### config.mk
export PLATFORM = sky130hd
export DESIGN_NAME = rand_matrix_gen_flat
export DESIGN_NICKNAME = d
export VERILOG_FILES = /design/src/rtl/rand_matrix_gen_if.sv /design/src/rtl/rand_matrix_gen.sv /design/src/flat_wrapper.sv
export SDC_FILE = /design/constraint.sdc
export NUM_CORES = 1
export LEC_CHECK = 0
export BUFFER_PORTS_ARGS = -buffer_cell sky130_fd_sc_hd__buf_4
export CAP_MARGIN = 10
export CORE_ASPECT_RATIO = 1.2
export CORE_UTILIZATION = 60
export DETAILED_ROUTE_END_ITERATION = 7
export GPL_TIMING_DRIVEN = 0
export PLACE_DENSITY = 0.86
export SLEW_MARGIN = 10
export SYNTH_ARGS = -nofsm -noshare
export SYNTH_HDL_FRONTEND = slang
export SYNTH_SLANG_ARGS = --single-unit
export TNS_END_PERCENT = 30
### constraint.sdc
create_clock -name clk -period 11.1 [get_ports clk]
set_input_delay 1.11 -clock clk [delete_from_list [all_inputs] [get_ports clk]]
set_output_delay 1.11 -clock clk [all_outputs]
set_load 0.01 [all_outputs]
### src/rtl/rand_matrix_gen_if.sv
// rand_matrix_gen_if: job request, element stream and status of the random
// matrix generator.
//   master : generator side (drives elem_*, busy, done, err)
//   slave  : requester/consumer side (drives start, dims, bounds, elem_ready)
interface rand_matrix_gen_if #(
  parameter int WIDTH = 8
);
  logic             start;
  logic [3:0]       rows;
  logic [3:0]       cols;
  logic [WIDTH-1:0] min_val;
  logic [WIDTH-1:0] max_val;
  logic [WIDTH-1:0] elem_data;
  logic [3:0]       elem_row;
  logic [3:0]       elem_col;
  logic             elem_valid;
  logic             elem_ready;
  logic             busy;
  logic             done;
  logic             err;

  modport master (
    input  start, rows, cols, min_val, max_val, elem_ready,
    output elem_data, elem_row, elem_col, elem_valid, busy, done, err
  );

  modport slave (
    output start, rows, cols, min_val, max_val, elem_ready,
    input  elem_data, elem_row, elem_col, elem_valid, busy, done, err
  );
endinterface

### src/rtl/rand_matrix_gen.sv
// rand_matrix_gen: on a start pulse fills a rows x cols matrix with
// pseudo-random elements bounded to [min_val, max_val] and streams them
// row-major over elem_valid/elem_ready.
// Ports:
//   clk, rst   : clock, asynchronous active-high reset
//   bus        : rand_matrix_gen_if.master (request, element stream, status)
//   seed_load, seed : only when RMG_SEED_LOAD_EN is defined; reloads the LFSR
// Optional feature macro: RMG_SEED_LOAD_EN
module rand_matrix_gen #(
  parameter int          WIDTH   = 8,
  parameter int          MAX_DIM = 5,
  parameter logic [15:0] SEED    = 16'hACE1
) (
  input  logic clk,
  input  logic rst,
`ifdef RMG_SEED_LOAD_EN
  input  logic        seed_load,
  input  logic [15:0] seed,
`endif
  rand_matrix_gen_if.master bus
);

  typedef enum logic [2:0] {IDLE, CHECK, EMIT, HOLD, DONE} state_t;

  // An all-zero LFSR would lock up, so zero seeds fall back to the default.
  localparam logic [15:0] SEED_INIT = (SEED == 16'h0) ? 16'hACE1 : SEED;
  localparam logic [15:0] MASK      = 16'hB400;
  localparam logic [3:0]  MD        = 4'(MAX_DIM);

  state_t           state, state_nx;
  logic [15:0]      lfsr, lfsr_nx;
  logic [3:0]       rows_q, cols_q;
  logic [WIDTH-1:0] min_q, max_q, elem;
  logic [WIDTH:0]   span;
  logic [2*WIDTH-1:0] prod;
  logic             bad_job, hs, last;

  // Galois step; free-runs in every state.
  always_comb begin
    lfsr_nx = {1'b0, lfsr[15:1]} ^ (lfsr[0] ? MASK : 16'h0);
`ifdef RMG_SEED_LOAD_EN
    if (seed_load) lfsr_nx = (seed == 16'h0) ? 16'hACE1 : seed;
`endif
  end

  // Scale the low LFSR bits into [0, span): (r * span) >> WIDTH < span.
  // span is one bit wider so the full range min=0,max=all-ones gives 2^WIDTH.
  assign span = {1'b0, max_q} - {1'b0, min_q} + (WIDTH+1)'(1);
  assign prod = (2*WIDTH)'(lfsr[WIDTH-1:0]) * (2*WIDTH)'(span);
  assign elem = min_q + WIDTH'(prod >> WIDTH);

  assign bad_job = (rows_q == 4'd0) || (cols_q == 4'd0) ||
                   (rows_q > MD) || (cols_q > MD) || (min_q > max_q);
  assign hs   = bus.elem_valid && bus.elem_ready;
  assign last = (bus.elem_row == rows_q - 4'd1) && (bus.elem_col == cols_q - 4'd1);

  always_ff @(posedge clk or posedge rst) begin
    if (rst) state <= IDLE;
    else     state <= state_nx;
  end

  always_comb begin
    state_nx = state;
    unique case (state)
      IDLE:  if (bus.start) state_nx = CHECK;
      CHECK: state_nx = bad_job ? DONE : EMIT;
      EMIT:  state_nx = HOLD;
      HOLD:  if (hs && last) state_nx = DONE;
      DONE:  state_nx = IDLE;
      default: state_nx = IDLE;
    endcase
  end

  always_ff @(posedge clk or posedge rst) begin
    if (rst) begin
      lfsr           <= SEED_INIT;
      rows_q         <= '0;
      cols_q         <= '0;
      min_q          <= '0;
      max_q          <= '0;
      bus.elem_data  <= '0;
      bus.elem_row   <= '0;
      bus.elem_col   <= '0;
      bus.elem_valid <= 1'b0;
      bus.busy       <= 1'b0;
      bus.done       <= 1'b0;
      bus.err        <= 1'b0;
    end else begin
      lfsr     <= lfsr_nx;
      // DONE lasts exactly one cycle, so done mirrors entry into it.
      bus.done <= (state_nx == DONE);
      unique case (state)
        IDLE: if (bus.start) begin
          rows_q   <= bus.rows;
          cols_q   <= bus.cols;
          min_q    <= bus.min_val;
          max_q    <= bus.max_val;
          bus.busy <= 1'b1;
          bus.err  <= 1'b0;
        end
        CHECK: begin
          if (bad_job) bus.err <= 1'b1;
          else begin
            bus.elem_row <= '0;
            bus.elem_col <= '0;
          end
        end
        EMIT: begin
          bus.elem_data  <= elem;
          bus.elem_valid <= 1'b1;
        end
        HOLD: if (hs) begin
          if (last) bus.elem_valid <= 1'b0;
          else begin
            bus.elem_data <= elem;
            if (bus.elem_col == cols_q - 4'd1) begin
              bus.elem_col <= '0;
              bus.elem_row <= bus.elem_row + 4'd1;
            end else begin
              bus.elem_col <= bus.elem_col + 4'd1;
            end
          end
        end
        DONE: bus.busy <= 1'b0;
        default: ;
      endcase
    end
  end

endmodule

### src/flat_wrapper.sv
// flat-port wrapper written by rule: the top's interface ports become plain ports
module rand_matrix_gen_flat 
#(
  parameter int          WIDTH   = 8,
  parameter int          MAX_DIM = 5,
  parameter logic [15:0] SEED    = 16'hACE1
)
  (clk, rst, bus_start, bus_rows, bus_cols, bus_min_val, bus_max_val, bus_elem_ready, bus_elem_data, bus_elem_row, bus_elem_col, bus_elem_valid, bus_busy, bus_done, bus_err);
  rand_matrix_gen_if #(.WIDTH(WIDTH)) bus_i ();
  input  logic clk;
  input  logic rst;
  input wire logic [$bits(bus_i.start)-1:0] bus_start;
  input wire logic [$bits(bus_i.rows)-1:0] bus_rows;
  input wire logic [$bits(bus_i.cols)-1:0] bus_cols;
  input wire logic [$bits(bus_i.min_val)-1:0] bus_min_val;
  input wire logic [$bits(bus_i.max_val)-1:0] bus_max_val;
  input wire logic [$bits(bus_i.elem_ready)-1:0] bus_elem_ready;
  output wire logic [$bits(bus_i.elem_data)-1:0] bus_elem_data;
  output wire logic [$bits(bus_i.elem_row)-1:0] bus_elem_row;
  output wire logic [$bits(bus_i.elem_col)-1:0] bus_elem_col;
  output wire logic [$bits(bus_i.elem_valid)-1:0] bus_elem_valid;
  output wire logic [$bits(bus_i.busy)-1:0] bus_busy;
  output wire logic [$bits(bus_i.done)-1:0] bus_done;
  output wire logic [$bits(bus_i.err)-1:0] bus_err;
  assign bus_i.start = bus_start;
  assign bus_i.rows = bus_rows;
  assign bus_i.cols = bus_cols;
  assign bus_i.min_val = bus_min_val;
  assign bus_i.max_val = bus_max_val;
  assign bus_i.elem_ready = bus_elem_ready;
  assign bus_elem_data = bus_i.elem_data;
  assign bus_elem_row = bus_i.elem_row;
  assign bus_elem_col = bus_i.elem_col;
  assign bus_elem_valid = bus_i.elem_valid;
  assign bus_busy = bus_i.busy;
  assign bus_done = bus_i.done;
  assign bus_err = bus_i.err;
  rand_matrix_gen #(.WIDTH(WIDTH), .MAX_DIM(MAX_DIM), .SEED(SEED)) u_core (.clk(clk), .rst(rst), .bus(bus_i));
endmodule
Word level (Yosys, flattened, before mapping)
Cells that the tools add are included.
{"block": "op_classes", "n_addsub": 7, "multipliers": 1, "n_mux": 25, "n_reduce_logical": 21, "magnitude_cmp": 3, "n_eq_ne": 14, "bitwise_logic": 1}
{"operator": "$mux 4", "n": 7}
{"operator": "$mul 8x9->16", "n": 1}
{"operator": "$mux 16", "n": 1}
{"operator": "$mux 8", "n": 2}
{"operator": "$pmux 4 s2", "n": 2}
{"operator": "$pmux 8 s2", "n": 1}
{"operator": "$xor 15x16->16", "n": 1}
{"operator": "$pmux 3 s4", "n": 1}
{"operator": "$add 9x1->9 const B", "n": 1}
{"operator": "$mux 3", "n": 3}
{"operator": "$reduce_and 3->1", "n": 3}
{"operator": "$sub 8x8->9", "n": 1}
{"operator": "$add 4x1->4 const B", "n": 2}
{"operator": "$add 8x8->8", "n": 1}
{"operator": "$eq 4x4->1", "n": 2}
{"operator": "$gt 4x3->1 const B", "n": 2}
{"operator": "$gt 8x8->1", "n": 1}
{"operator": "$logic_not 4->1", "n": 2}
{"operator": "$ne 2x1->1 const B", "n": 4}
{"operator": "$reduce_bool 2->1", "n": 4}
{"operator": "$sub 4x1->4 const B", "n": 2}
{"operator": "$eq 3x2->1 const B", "n": 2}
{"operator": "$eq 3x3->1 const B", "n": 2}
{"operator": "$ne 2x2->1 const B", "n": 3}
{"operator": "other kinds (9)", "n": 21}
{"block": "word_totals", "ff_bits": 63, "elab_cells": 85}

Longest topological paths before layout
Gate-level depths: netlist of run 1.
{"block": "depth", "depth_word": 8, "mapped_depth": 33, "mapped_depth_nobuf": 33}

Least setup slack after synthesis of run 1
Ideal clock, no wire load.
{"block": "synth_path", "kind": "reg-to-reg", "from": "register u_core.min_q[1]", "to": "register u_core.bus.elem_data[7]", "setup_ns": 0.125, "stages_incl_launch_ff": 31, "n_path_buf": 0, "arrival_ns": 6.880, "required_ns": 10.975, "period_less_slack_ns": 7.005, "setup_slack_ns": 4.095, "cell_sequence": "dfrtp_1 -> ha_1 -> inv_1 -> ha_1 -> fa_1 -> a21o_1 -> a21oi_1 -> o21bai_1 -> a21oi_1 -> xnor2_1 -> and2_1 -> fa_1 -> fa_1 -> fa_1 -> inv_1 -> fa_1 -> inv_1 -> ha_1 -> nor3_1 -> o21ai_0 -> a41oi_1 -> o21bai_1 -> a21o_1 -> a21oi_1 -> xnor2_1 -> ha_1 -> or3_1 -> o21ai_0 -> a21oi_1 -> xnor3_1 -> mux2_2"}
{"block": "synth_between", "elab_chain_cells": 7}
{"item": "from (decl)", "line": "rand_matrix_gen.sv:33", "rtl": "logic [WIDTH-1:0] min_q, max_q, elem;"}
{"item": "from (signal assigned)", "line": "rand_matrix_gen.sv:96", "rtl": "min_q <= bus.min_val;"}
{"item": "$sub 8x8->9", "line": "rand_matrix_gen.sv:48", "rtl": "assign span = {1'b0, max_q} - {1'b0, min_q} + (WIDTH+1)'(1);"}
{"item": "$add 9x1->9", "line": "rand_matrix_gen.sv:48"}
{"item": "$mul 8x9->16", "line": "rand_matrix_gen.sv:49", "rtl": "assign prod = (2*WIDTH)'(lfsr[WIDTH-1:0]) * (2*WIDTH)'(span);"}
{"item": "$add 8x8->8 *", "line": "rand_matrix_gen.sv:50", "rtl": "assign elem = min_q + WIDTH'(prod >> WIDTH);"}
{"item": "$mux 8", "line": "rand_matrix_gen.sv:113", "rtl": "if (last) bus.elem_valid <= 1'b0;"}
{"item": "$mux 8", "line": "rand_matrix_gen.sv:112", "rtl": "HOLD: if (hs) begin"}
{"item": "$pmux 8 s2 *", "line": "rand_matrix_gen.sv:92", "rtl": "unique case (state)"}
{"item": "to (signal assigned)", "line": "rand_matrix_gen.sv:109", "rtl": "bus.elem_data <= elem;"}
{"item": "to (signal assigned)", "line": "rand_matrix_gen.sv:115", "rtl": "bus.elem_data <= elem;"}
{"item": "to (decl)", "line": "rand_matrix_gen_if.sv:24", "rtl": "output elem_data, elem_row, elem_col, elem_valid, busy, done, err"}
Mark *: on every way between the ends. The rest lies on a longest branch, timed or not. The select of a mux whose other input is x is not followed.
A chain may end at the register's enable or synchronous reset.

Final worst setup path of run 1
Ends and elaborated chain as after synthesis.

==> flow_summary.yaml, run 1 <==
sta:
  period_share: 0.702
  fin_crit_ns: 7.80
  hold_viol_final: 0
  slew_violations: 0
  setup_viol: 0
  setup_tns_ns: 0
  slew_headroom: 0.421
  worst_pin_slew_ns: 0.847
  rsz0062_at_grt: "false"
  skew_ns: 0.0147
  fmax_mhz: 128
yosys:
  synth-edff-count: 0
  synthAdderAreaFrac: 0.314
  async_reset_ff_frac: 1.00
  syn-instance-count: 547
  synth-compound-area-share: 0.0939
  synth_top_family_by_area: "adder cells"
  synth_warnings: 0
  synth_seq_area_share: 0.292
  synth_nets: 686
  synthSimpleGateAreaFrac: 0.150
  syn_avg_cell_area_sq_um: 9.94
  ys_types: 43
  syn-cell-area_sq_mm: 0.00544
  synth-seq-cells: 63
  muxShareOfSynthArea: 0.0223
  synthFlopType: "dfrtp_1"
  synth-xor-area-share: 0.0693
pwr:
  seq_power_share: 0.263
  power.density_mw_per_mm2: 231
  total_power_mw: 1.43
  clockPowerShare: 0.164
  power.switching_mw: 0.684
  combPwrFrac: 0.573
  p_int_mw: 0.742
  switching_share: 0.480
  p_leak_nw: 3.25
  irDropWorstVdd_v: 0.000180
route:
  drt-initial-drc-count: 250
  ant_nets: 0
  totalWireLength_mm: 11.3
  wl_per_cell_um: 15.5
  first_pass_iters: 5
  drcViolationCount: 0
  vias: 4021
  viasPerCell: 5.52
clocking:
  cts_setup_buffers: 0
  tritoncts: "built"
  cts-hold-fix-buffers: 0
  cts.path.max_buffers: 2
  cts-root-buf: "clkbuf_8"
  clock_sinks: 63
  cts_buffers: 9
  clk_latency_ns: 0.36
  cts.htree.levels: 3
  cts_resized: 0
  clk_pin_slew_ns: 0.09
global_route:
  track_usage: 0.270
  antenna_found_initial: 0
  grt_pass1_wl_mm: 19.4
  grt_overflow_total: 0
  first_global_vias: 4217
  grt_max_degree: 38
outcome:
  outcome: "complete, no violations"
die:
  dieArea_sq_mm: 0.00944
  start_util: 0.624
  pin_count: 48
  core_area_sq_mm: 0.00870
  die_w_um: 88.9
  core.rowCount: 37
  die_h_um: 106
layout:
  fin_nets: 745
  drive_gt1_frac: 0.146
  fin_util: 0.710
  antenna-diode-count: 0
  stdcell_area_sq_mm: 0.00618
  areaGrowthSynthToFinish_pct: 13.8
setup_path:
  critPathKind: "reg2reg"
  worstPathRequired_ns: 11.34
  slowest_stage: "fa_1"
  crit_path_max_fanout: 8
  crit_path_frequent_cell: "fa_1"
  critical_path.endpoint_type: "register"
  start_kind: "register"
  crit_arrival_ns: 8.04
  crit_path_max_incr_delay_ns: 0.55
min_path:
  holdCritPathClass: "reg2reg"
placed_design:
  place_congestion: 0.824
  port-buffer-count: 47
  place_area_sq_mm: 0.00595
  dp_hpwl_mm: 8.70
flow_run:
  drv_cap: 0
[final timing paths]
path                                      endpoint  depth (start not counted)            start  slack, ns
hold reg to reg                    u_core.lfsr[11]                          0  u_core.lfsr[12]       0.36
hold / removal                     u_core.lfsr[11]                          0  u_core.lfsr[12]       0.36
min in group asynchronous   u_core.bus.elem_row[2]                          2              rst       0.91
setup / recovery           u_core.bus.elem_data[7]                         30  u_core.min_q[1]       3.30
setup reg to reg           u_core.bus.elem_data[7]                         30  u_core.min_q[1]       3.30
max in group asynchronous          u_core.lfsr[10]                          3              rst       9.52
[power by group through the flow]
stage          sequential, mW  clock (mW)  combinational [mW]
2_1_floorplan           0.369           0               0.537
3_3_place_gp            0.372           0               0.771
3_5_place_dp            0.377           0               0.802
4_1_cts                 0.373       0.234               0.818
5_1_grt                 0.386       0.243               0.902
6_report                0.375       0.234               0.817
[cells by family (layout without fill, tap and decap cells)]
family | count (synthesis) | count (layout)
multiplexers | 11 | 11
buffers and inverters | 82 | 146
flip-flops | 63 | 63
AO/OA/AOI/OAI | 86 | 86
AND/OR/NAND/NOR | 156 | 156
adder cells (fa/ha/maj) | 111 | 111
XOR/XNOR | 38 | 38
[registers in the layout (all words and copies together) (netlist names), 3 cells and up]
signal / cells
u_core.max_q: 8
u_core.min_q: 8
u_core.bus.elem_row: 4
u_core.state: 3
u_core.cols_q: 4
u_core.bus.elem_col: 4
u_core.lfsr: 16
u_core.bus.elem_data: 8
u_core.rows_q: 4
[synthesized netlist by cell type (2+ instances only)]
library cell   n  area [sq um]
inv_1         75           282
ha_1          69           863
dfrtp_1       55          1380
and2_1        49           307
nand2_1       48           180
fa_1          42           841
o21ai_0       37           185
xnor2_1       22           193
nor2_1        20          75.1
a21oi_1       18          90.1
xor2_1        13           114
mux2_2         9           101
nor2b_1        9          56.3
dfstp_2        8           210
a21o_1         7          52.6
nand3_1        6          30.0
nor3_1         6          30.0
o21bai_1       6          45.0
clkbuf_1       5          18.8
o31ai_1        5          37.5
nand2b_1       4          25.0
a211oi_1       3          22.5
nand4_1        3          18.8
a31oi_1        2          12.5
buf_6          2          22.5
mux2i_1        2          20.0
nor3_2         2          20.0
o21a_1         2          15.0
o21ai_1        2          10.0
or3_1          2          12.5
xor3_1         2          47.6
[worst max-delay path, delay by kind of cell (launching register included)]
family,cells,cell delay [ns]
AO/OA/AOI/OAI,11,1.82
XOR/XNOR,3,0.80
adder cells (fa/ha/maj),9,3.43
buffers and inverters,3,0.15
flip-flops,1,0.47
multiplexers,1,0.27
AND/OR/NAND/NOR,3,0.74
[per-stage QoR]
step	cells	hold WS, ns	setup WS [ns]
6_report	728	0.358	3.30
4_1_cts	728	0.361	3.28
5_1_grt	728	0.365	2.76
2_1_floorplan	547	0.331	4.10
3_5_place_dp	712	0.342	3.33
3_3_place_gp	711	0.338	3.55
[area by class of cell]
type                       instances  area [sq um]
fill                             644          2520
clock inverter                     7           105
sequential                        63          1590
buffer                             7          41.3
tap                              117           146
multi-input combinational        402          3530
clock buffer                       9           124
inverter                          75           282
timing repair buffer              48           373
[routing by layer]
| metal | track usage | share of wire | vias up |
|---|---|---|---|
| met3 | 0.0598 | 0.042 | 30 |
| met2 | 0.459 | 0.51 | 115 |
| li1 | - | - | 1905 |
| met5 | 0 | 0 | - |
| met4 | 0.0968 | 0.027 | 0 |
| met1 | 0.334 | 0.42 | 1971 |
[cell usage in the layout (no fill, tap or decap), types with 3 or more instances in the layout]
| cell | n |
|---|---|
| nand2b_1 | 4 |
| mux2_2 | 9 |
| xor2_1 | 13 |
| nand3_1 | 6 |
| fa_1 | 42 |
| o21ai_0 | 37 |
| nor2b_1 | 9 |
| a211oi_1 | 3 |
| ha_1 | 69 |
| nor2_1 | 20 |
| a21o_1 | 7 |
| a21oi_1 | 18 |
| clkbuf_1 | 5 |
| nand2_1 | 48 |
| nor3_1 | 6 |
| xnor2_1 | 22 |
| clkbuf_8 | 9 |
| inv_1 | 74 |
| nand4_1 | 3 |
| dfstp_2 | 8 |
| and2_1 | 49 |
| o31ai_1 | 5 |
| buf_4 | 47 |
| o21bai_1 | 6 |
| dfrtp_1 | 55 |
Power figures use the tool's default switching activity.
==> run 2: changes to the inputs <==
--- a/config.mk
+++ b/config.mk
@@ -8,10 +8,10 @@
 export BUFFER_PORTS_ARGS = -buffer_cell sky130_fd_sc_hd__buf_4
 export CAP_MARGIN = 10
 export CORE_ASPECT_RATIO = 1.2
-export CORE_UTILIZATION = 60
+export CORE_UTILIZATION = 55
 export DETAILED_ROUTE_END_ITERATION = 7
 export GPL_TIMING_DRIVEN = 0
-export PLACE_DENSITY = 0.86
+export PLACE_DENSITY = 0.83
 export SLEW_MARGIN = 10
 export SYNTH_ARGS = -nofsm -noshare
 export SYNTH_HDL_FRONTEND = slang
==> constraint.sdc (replaced) <==
create_clock -name clk -period 6.8 [get_ports clk]
set_input_delay 0.68 -clock clk [delete_from_list [all_inputs] [get_ports clk]]
set_output_delay 0.68 -clock clk [all_outputs]
set_load 0.01 [all_outputs]
==> run 2 against run 1 <==
  * The run now ends with setup timing left
  * Maximum frequency is 9.1% higher
  * Register-to-register slack worse by 3.6 ns
  * Sequential power is 66% higher
  * Clock skew is 0.0080 ns lower
  * Worst hold slack worse by 0.0031 ns
  * Critical path type unchanged
  * Largest cell class unchanged
  * Highest routed layer unchanged
==> flow_summary.yaml, run 2 (same netlist as run 1, synthesis figures left out) <==
setup_path:
  crit_path_end: "u_core.bus.elem_data[7]"
  crit_path_max_fanout: 3
  start_kind: "register"
  crit_path_max_incr_delay_ns: 0.52
  r2r_end: "u_core.bus.elem_data[7]"
  worstPathRequired_ns: 7.01
  critical_path.endpoint_type: "register"
  crit_path_start: "u_core.min_q[1]"
  r2r_cells: 30
  crit_path_frequent_cell: "fa_1"
  rrSetupSlack_ns: -0.35
  critPathKind: "reg2reg"
  r2r_start: "u_core.min_q[1]"
  slowest_stage: "fa_1"
  crit_arrival_ns: 7.36
route:
  viasPerCell: 5.72
  ant_nets: 0
  totalWireLength_mm: 13.3
  drcViolationCount: 0
  wl_per_cell_um: 17.6
  first_pass_iters: 5
  drt-initial-drc-count: 329
  vias: 4320
die:
  core_area_sq_mm: 0.00956
  die_w_um: 92.7
  core.rowCount: 39
  pin_count: 48
  die_h_um: 111
  start_util: 0.568
  dieArea_sq_mm: 0.0103
sta:
  fin_crit_ns: 7.15
  hold_viol_final: 0
  rsz0062_at_grt: "true"
  slew_violations: 0
  fmax_mhz: 140
  setup_tns_ns: -0.346
  setup_viol: 1
  period_share: 1.05
  slew_headroom: 0.470
  skew_ns: 0.00673
  final.setup.worst_slack_ns: -0.346
  worst_pin_slew_ns: 0.794
  worst_hold_slack_ns: 0.355
layout:
  largest_reg_flops: 16
  fin_nets: 766
  drive_gt1_frac: 0.241
  final_common_cell: "inv_1"
  mostFrequentLayoutCells: "inv_1, buf_4, ha_1"
  fin_util: 0.705
  antenna-diode-count: 0
  regMostFlops: "u_core.lfsr"
  areaGrowthSynthToFinish_pct: 24.1
placed_design:
  port-buffer-count: 47
  dp_hpwl_mm: 9.00
  place_congestion: 0.826
global_route:
  grt_overflow_total: 0
  first_global_vias: 4605
  antenna_found_initial: 0
  grt_max_degree: 38
  grt_pass1_wl_mm: 21.9
  track_usage: 0.272
clocking:
  clk_pin_slew_ns: 0.06
  cts-hold-fix-buffers: 0
  cts-root-buf: "clkbuf_16"
  clock_sinks: 63
  cts_buffers: 9
  tritoncts: "built"
  cts.path.max_buffers: 2
  clk_latency_ns: 0.33
  cts.htree.levels: 3
pwr:
  irDropWorstVdd_v: 0.000334
  p_leak_nw: 3.46
  power.density_mw_per_mm2: 471
min_path:
  holdCritPathClass: "reg2reg"
  hp-start: "u_core.lfsr[9]"
flow_run:
  drv_cap: 0
outcome:
  violations: "setup timing"
  outcome: "complete, but fails checks"
run 2: changes by cell type in the layout (fill, tap and decap cells not counted), moves of 6 or more:
cell / previous run / this run
buf_4: 47 / 67
clkbuf_16: 0 / 9
clkbuf_8: 9 / 0
ha_1: 69 / 61
inv_1: 74 / 68
inv_2: 1 / 7
run 2: layout make-up:
cell class / count / area [sq um]
inverters: 75 / 282
repair buffers: 69 / 543
multi-input cells: 402 / 3780
flip-flops and latches: 63 / 1590
plain buffers: 7 / 41.3
clock inverters: 7 / 128
clock buffers: 9 / 225
fillers: 637 / 2820
well taps: 123 / 154
run 2: routing by layer:
| layer | global-route usage | routed length [um] |
|---|---|---|
| met5 | 0 | 0 |
| met3 | 0.0357 | 739 |
| met2 | 0.479 | 7120 |
| met1 | 0.336 | 5090 |
| met4 | 0.106 | 365 |
run 2: how the worst min path moves through the flow:
stage	end	slack [ns]	cells past startpoint
finish	u_core.lfsr[8]	0.35	0
CTS	u_core.lfsr[7]	0.36	0
floorplan	u_core.lfsr[8]	0.33	0
global route	u_core.lfsr[7]	0.37	0
detailed placement	u_core.lfsr[8]	0.34	0
global placement	u_core.lfsr[11]	0.34	0
run 2: timing repair:
action / in CTS / in global routing
gates cloned: 0 / 0
setup endpoints to repair: 3 / 3
setup buffers: 16 / 5
pin swaps: 27 / 23
gates resized for setup: 29 / 15
run 2: critical path: cells and delay by family, from the launching register on:
kind,cells,cell delay [ns]
flops,1,0.43
xor+xnor,3,0.51
simple gates,3,0.69
compound gates,11,1.81
buf+inv,3,0.13
mux,1,0.28
fa+ha+maj,9,3.19
run 2: through the flow:
stage / area [sq um] / setup slack (ns) / instances / total power [mW]
2_1_floorplan: 5480 / 0.00477 / 547 / 1.52
3_3_place_gp: 5990 / -0.444 / 717 / 1.93
3_5_place_dp: 6010 / -0.637 / 718 / 2.01
4_1_cts: 6640 / -0.0618 / 750 / 3.04
5_1_grt: 6740 / -0.555 / 755 / 3.33
6_report: 6740 / -0.346 / 755 / 3.18
run 2: report_power, final:
part | switching (mW) | internal [mW]
combinational | 1.09 | 0.917
clock | 0.184 | 0.364
sequential | 0.126 | 0.497
